--- src/rtl/time_pkg.sv ---
// Shared encodings and limits for the BCD time-of-day counter.
package time_pkg;

  typedef enum logic [1:0] {
    MODE_RUN   = 2'd0,
    MODE_SET_H = 2'd1,
    MODE_SET_M = 2'd2
  } mode_e;

  localparam logic [5:0] SEC_MAX     = 6'd59;
  localparam logic [5:0] MIN_MAX     = 6'd59;
  localparam logic [3:0] DIGIT_MAX   = 4'd9;
  localparam logic [3:0] TENS_MAX_MS = 4'd5;

  // Binary 0..63 to two BCD digits; used on constant limits only.
  function automatic logic [7:0] bin_to_bcd(input logic [5:0] b);
    logic [5:0] t;
    logic [5:0] u;
    t = b / 6'd10;
    u = b % 6'd10;
    return {t[3:0], u[3:0]};
  endfunction

endpackage

--- src/rtl/time_counter_bcd_if.sv ---
// Signal bundle between the 1 Hz source / buttons and the time counter.
interface time_counter_bcd_if;
  // No valid/ready here: clk_1 is a level, btn_* are single-cycle pulses sampled
  // on clk, and every output is a registered level or single-cycle pulse.
  logic       clk_1;
  logic       btn_mode;
  logic       btn_inc;
  logic [7:0] hh_bcd;
  logic [7:0] mm_bcd;
  logic [7:0] ss_bcd;
  logic [1:0] mode;
  logic       tick;
  logic       day_wrap;

  modport master (
    output clk_1, btn_mode, btn_inc,
    input  hh_bcd, mm_bcd, ss_bcd, mode, tick, day_wrap
  );

  modport slave (
    input  clk_1, btn_mode, btn_inc,
    output hh_bcd, mm_bcd, ss_bcd, mode, tick, day_wrap
  );
endinterface

--- src/rtl/bcd2_counter.sv ---
// Two-digit BCD counter wrapping to 00 after a binary-programmed maximum.
module bcd2_counter
  import time_pkg::*;
(
  input  logic       clk,
  input  logic       rst,
  input  logic       inc,
  input  logic       clr,
  input  logic [5:0] max_bin,
  output logic [7:0] value,
  output logic       carry
);

  logic [7:0] max_bcd;

  assign max_bcd = bin_to_bcd(max_bin);
  assign carry   = inc & (value == max_bcd);

  always_ff @(posedge clk) begin
    if (rst || clr) begin
      value <= 8'h00;
    end else if (carry) begin
      value <= 8'h00;
    end else if (inc) begin
      if (value[3:0] == DIGIT_MAX)
        value <= {value[7:4] + 4'd1, 4'd0};
      else
        value[3:0] <= value[3:0] + 4'd1;
    end
  end

endmodule

--- src/rtl/time_counter_bcd.sv ---
// HH:MM:SS BCD time-of-day counter driven by rising edges of a 1 Hz wave,
// with a RUN / SET_H / SET_M mode FSM for adjusting hours and minutes.
module time_counter_bcd
  import time_pkg::*;
#(
  parameter int HOUR_MAX = 23
) (
  input  logic                 clk,
  input  logic                 rst,
  time_counter_bcd_if.slave    bus
);

  localparam logic [5:0] HH_MAX = 6'(HOUR_MAX);

  mode_e      mode_q, mode_d;
  logic       clk_1_d;
  logic       rise;
  logic       tick_q, day_wrap_q;
  logic       run;
  logic       ss_inc, mm_inc, hh_inc, ss_clr;
  logic       ss_carry, mm_carry, hh_carry;
  logic [7:0] ss_val, mm_val, hh_val;

  assign rise = bus.clk_1 & ~clk_1_d;
  assign run  = (mode_q == MODE_RUN);

  always_ff @(posedge clk) begin
    if (rst) begin
      mode_q     <= MODE_RUN;
      clk_1_d    <= 1'b1;
      tick_q     <= 1'b0;
      day_wrap_q <= 1'b0;
    end else begin
      mode_q     <= mode_d;
      clk_1_d    <= bus.clk_1;
      tick_q     <= rise;
      day_wrap_q <= run & hh_carry;
    end
  end

  always_comb begin
    mode_d = mode_q;
    case (mode_q)
      MODE_RUN:   if (bus.btn_mode) mode_d = MODE_SET_H;
      MODE_SET_H: if (bus.btn_mode) mode_d = MODE_SET_M;
      MODE_SET_M: if (bus.btn_mode) mode_d = MODE_RUN;
      default:    mode_d = MODE_RUN;
    endcase
  end

  // In set modes the counters ignore seconds; a mode press drops a same-cycle inc.
  always_comb begin
    ss_inc = run & rise;
    ss_clr = (mode_q == MODE_SET_M) & bus.btn_mode;
    mm_inc = 1'b0;
    hh_inc = 1'b0;
    if (run) begin
      mm_inc = ss_carry;
      hh_inc = mm_carry;
    end else begin
      mm_inc = (mode_q == MODE_SET_M) & bus.btn_inc & ~bus.btn_mode;
      hh_inc = (mode_q == MODE_SET_H) & bus.btn_inc & ~bus.btn_mode;
    end
  end

  bcd2_counter u_ss (
    .clk(clk), .rst(rst), .inc(ss_inc), .clr(ss_clr),
    .max_bin(SEC_MAX), .value(ss_val), .carry(ss_carry)
  );

  bcd2_counter u_mm (
    .clk(clk), .rst(rst), .inc(mm_inc), .clr(1'b0),
    .max_bin(MIN_MAX), .value(mm_val), .carry(mm_carry)
  );

  bcd2_counter u_hh (
    .clk(clk), .rst(rst), .inc(hh_inc), .clr(1'b0),
    .max_bin(HH_MAX), .value(hh_val), .carry(hh_carry)
  );

  assign bus.hh_bcd   = hh_val;
  assign bus.mm_bcd   = mm_val;
  assign bus.ss_bcd   = ss_val;
  assign bus.mode     = mode_q;
  assign bus.tick     = tick_q;
  assign bus.day_wrap = day_wrap_q;

endmodule

--- src/flat_wrapper.sv ---
// flat-port wrapper written by rule: the top's interface ports become plain ports
module time_counter_bcd_flat import time_pkg::*;
#(
  parameter int HOUR_MAX = 23
)
  (clk, rst, bus_clk_1, bus_btn_mode, bus_btn_inc, bus_hh_bcd, bus_mm_bcd, bus_ss_bcd, bus_mode, bus_tick, bus_day_wrap);
  time_counter_bcd_if bus_i ();
  input  logic clk;
  input  logic rst;
  input wire logic [$bits(bus_i.clk_1)-1:0] bus_clk_1;
  input wire logic [$bits(bus_i.btn_mode)-1:0] bus_btn_mode;
  input wire logic [$bits(bus_i.btn_inc)-1:0] bus_btn_inc;
  output wire logic [$bits(bus_i.hh_bcd)-1:0] bus_hh_bcd;
  output wire logic [$bits(bus_i.mm_bcd)-1:0] bus_mm_bcd;
  output wire logic [$bits(bus_i.ss_bcd)-1:0] bus_ss_bcd;
  output wire logic [$bits(bus_i.mode)-1:0] bus_mode;
  output wire logic [$bits(bus_i.tick)-1:0] bus_tick;
  output wire logic [$bits(bus_i.day_wrap)-1:0] bus_day_wrap;
  assign bus_i.clk_1 = bus_clk_1;
  assign bus_i.btn_mode = bus_btn_mode;
  assign bus_i.btn_inc = bus_btn_inc;
  assign bus_hh_bcd = bus_i.hh_bcd;
  assign bus_mm_bcd = bus_i.mm_bcd;
  assign bus_ss_bcd = bus_i.ss_bcd;
  assign bus_mode = bus_i.mode;
  assign bus_tick = bus_i.tick;
  assign bus_day_wrap = bus_i.day_wrap;
  time_counter_bcd #(.HOUR_MAX(HOUR_MAX)) u_core (.clk(clk), .rst(rst), .bus(bus_i));
endmodule
--- config.mk ---
export PLATFORM = sky130hd
export DESIGN_NAME = time_counter_bcd_flat
export DESIGN_NICKNAME = d
export VERILOG_FILES = /design/src/rtl/time_pkg.sv /design/src/rtl/time_counter_bcd_if.sv /design/src/rtl/bcd2_counter.sv /design/src/rtl/time_counter_bcd.sv /design/src/flat_wrapper.sv
export SDC_FILE = /design/constraint.sdc
export NUM_CORES = 1
export LEC_CHECK = 0
export ABC_AREA = 1
export CORE_MARGIN = 5
export CORE_UTILIZATION = 47
export CTS_BUF_LIST = sky130_fd_sc_hd__clkbuf_4
export DETAILED_ROUTE_END_ITERATION = 10
export GPL_TIMING_DRIVEN = 0
export PLACE_DENSITY = 0.78
export SYNTH_ARGS = -nofsm -noshare
export SYNTH_HDL_FRONTEND = slang
export SYNTH_SLANG_ARGS = --single-unit
--- constraint.sdc ---
create_clock -name clk -period 1.5 [get_ports clk]
set_input_delay 0.45 -clock clk [delete_from_list [all_inputs] [get_ports clk]]
set_output_delay 0.45 -clock clk [all_outputs]
set_load 0.05 [all_outputs]
==> flow_summary_export.csv <==
group,metric,value,unit
run_status,outcome,"finished with violations",
run_status,violations,"negative setup slack",
worst_setup_path,crit_arrival,1.78,ns
layout,drive_gt1_share,43.1,%
place,post-place-cells,274,
sta,maxSlewHeadroom,79.8,%
synth,ys_warn_count,0,
global_route,antenna_found_initial,0,
worst_setup_path,cp_data_required_time,1.76,ns
worst_setup_path,cp-startpoint,"u_core.u_ss.value[5]$_SDFFE_PP0P_",
power,total_leakage_power,0.000839,uW
clocking,clk-insertion-delay-late,0.32,ns
worst_setup_path,critPathLaunchType,"flip-flop",
synth,synth_cells,198,
global_route,grt_util_met3,5.90,%
drt,vias_per_cell,4.88,
layout,diodes,0,
sta,final_hold_viol_count,0,
sta,layout_setup_ws,-0.0183,ns
floorplan,io_pins,33,
clocking,h-tree-depth,2,
clocking,cts_made_buffers,5,
worst_setup_path,cp_max_fo,5,
power,power_density,646,mW/mm^2
synth,async_reset_ff_share,0,%
clocking,path_clk_slew,0.09,ns
drt,drtPass1Iterations,4,
place,port_buffers,32,
drt,drt-wirelength-per-cell,11.4,um
synth,ys_seq_area_share,38.1,%
sta,post-route-period-util,101,%
floorplan,die_w,66.9,um
hold_path,hold_path.class,"reg2reg",
synth,synth_seq_cells,29,
floorplan,core_area,0.00308,mm^2
power,fin_total_pwr,1350,uW
drt,dr.first_iter.drc_count,72,
layout,final_common_cell,"nand2_1",
floorplan,die_h,66.9,um
global_route,grt_max_degree,10,
floorplan,num_rows,20,
layout,finalNonFillerCells,292,
global_route,use_met1,17.4,%
place,hpwl,2.22,mm
global_route,gr-total-overflow,0,
clocking,cts_buffer_depth,2,
worst_setup_path,r2r_slack,-0.02,ns
floorplan,initial_utilization,49.5,%
worst_setup_path,r2r_start,"u_core.u_ss.value[5]$_SDFFE_PP0P_",
sta,finalClockSkew,0.00534,ns
sta,setup_viol,1,
worst_setup_path,r2r-end,"u_core.u_hh.value[6]$_SDFFE_PP0P_",
sta,fmax,0.659,GHz
layout,final_cell_mix,"31 x nand2_1, 25 x inv_1, 22 x buf_2",
drt,vias,1426,
global_route,met2_usage,24.3,%
global_route,grtUsageTotal,14.9,%
power,peakVddDrop,0.454,mV
clocking,cts_sinks,29,
hold_path,holdPathStages,2,
worst_setup_path,end_kind,"flip-flop",
synth,synth_edf_count,0,
place,pre_cts_slack,-0.632,ns
global_route,top_usage_layer,"met2",
global_route,grt_pass1_vias,1215,
sta,fin_crit,1.52,ns
sta,slew_violations,0,
drt,drtAntennaViolNets,0,
synth,synth_ff_type,"dfxtp_1",
worst_setup_path,worstSetupPathType,"reg2reg",
hold_path,hp-start,"u_core.u_hh.value[7]$_SDFFE_PP0P_",
synth,synth.distinct_cells,32,
synth,syn_avg_cell_area,7.70,um^2
clocking,cts_hold_buf,0,
floorplan,dieArea,0.00448,mm^2
drt,drt_wl_total,3.33,mm
hold_path,hold-path-endpoint,"u_core.u_hh.value[7]$_SDFFE_PP0P_",
layout,areaGrowthSynthToFinish,36.9,%
synth,syn-num-nets,209,
place,gp_congestion,0.789,
sta,tightestPinTransition,0.300,ns
clocking,cts_root_buf,"clkbuf_4",
global_route,grt_pass1_wl,5.04,mm
worst_setup_path,worst-r2r-cell-count,11,
flow_run,maxCapViolations,0,
clocking,cts_tree,"built",
drt,drc,0,
layout,fin_nets,258,
sta,rsz0062_at_grt,"yes",
synth,synth_area,0.00152,mm^2
## cells in the mapped netlist, types with 3 or more instances
master / count / share of area [%]
inv_2: 4 / 0.98
dfxtp_1: 29 / 38
nor2_1: 21 / 5.2
nand3_1: 9 / 3.0
nor4_1: 3 / 1.2
a21oi_2: 3 / 1.7
nand2_4: 3 / 2.2
ha_1: 6 / 4.9
nand2_2: 4 / 1.6
o21a_1: 4 / 2.0
a21oi_1: 14 / 4.6
inv_1: 27 / 6.7
nor3_1: 7 / 2.3
xor2_1: 5 / 2.9
o21ai_0: 4 / 1.3
nand2_1: 37 / 9.1
## layer usage
layer | vias up | wire (um)
li1 | 739 | -
met1 | 647 | 1450
met2 | 35 | 1670
met3 | 5 | 171
met4 | 0 | 37
met5 | - | 0
## state kept, by name, summed over array words and instances (netlist names)
name                 flops
u_core.clk_1_d           1
u_core.u_ss.value        8
u_core.bus.tick          1
u_core.u_mm.value        8
u_core.bus.day_wrap      1
u_core.u_hh.value        8
u_core.bus.mode          2
## where the power goes
group          total (uW)  internal [uW]  switching [uW]
Combinational         135           46.7            88.0
Clock                 431            169             262
Sequential            781            772            8.89
Total                1350            987             359
## timing repair
action,4_1_cts,5_1_grt
hold endpoints to repair,0,0
gates resized for setup,143,25
gates cloned,1,0
pin swaps,10,15
setup buffers,6,4
endpoints found under the setup margin,50,26
## worst max-delay path by stage
stage | cells after the start | end | slack (ns)
floorplan | 12 | u_core.u_hh.value[1]$_SDFFE_PP0P_ | -0.01
global placement | 8 | u_core.u_mm.value[2]$_SDFFE_PP0P_ | -0.62
detailed placement | 8 | u_core.u_mm.value[1]$_SDFFE_PP0P_ | -0.63
CTS | 10 | u_core.u_mm.value[1]$_SDFFE_PP0P_ | -0.01
global route | 11 | u_core.u_hh.value[6]$_SDFFE_PP0P_ | -0.09
finish | 11 | u_core.u_hh.value[6]$_SDFFE_PP0P_ | -0.02
## per-stage QoR
stage | setup TNS, ns | instance area (um^2) | utilization [%] | hold slack (ns)
after floorplan | -0.0216 | 1590 | - | 0.517
after global placement | -15.30 | 1960 | 63.8 | 0.469
after detailed placement | -15.67 | 1960 | 63.8 | 0.467
after CTS | -0.0311 | 1990 | 64.7 | 0.477
after global routing | -0.949 | 2090 | 67.8 | 0.488
final | -0.0183 | 2090 | 67.8 | 0.495
## worst max-delay path, cell delays in order, from the launching register on
cell,delay (ns)
dfxtp_4,0.37
inv_4,0.06
ha_4,0.12
nand2_4,0.04
nor2_4,0.11
nand3_4,0.09
nand2_4,0.10
nand3_4,0.09
nand2_8,0.11
buf_8,0.12
nand3_1,0.09
a21oi_2,0.15
## cell type report
class	count	area, um^2
plain buffers	2	22.5
inverters	31	119
flip-flops and latches	29	618
multi-input cells	136	922
clock inverters	3	12.5
well taps	44	55.1
repair buffers	42	299
fillers	256	992
clock buffers	5	37.5
## logic make-up (layout without fill, tap and decap cells)
kind of cell,count (synthesis),in the layout,share of synthesized area (%)
buf+inv,33,83,9.11
xor+xnor,6,6,3.45
fa+ha+maj,6,6,4.93
simple gates,96,96,33.3
compound gates,28,28,11.2
flops,29,29,38.1
(Power assumes the default switching activity.)
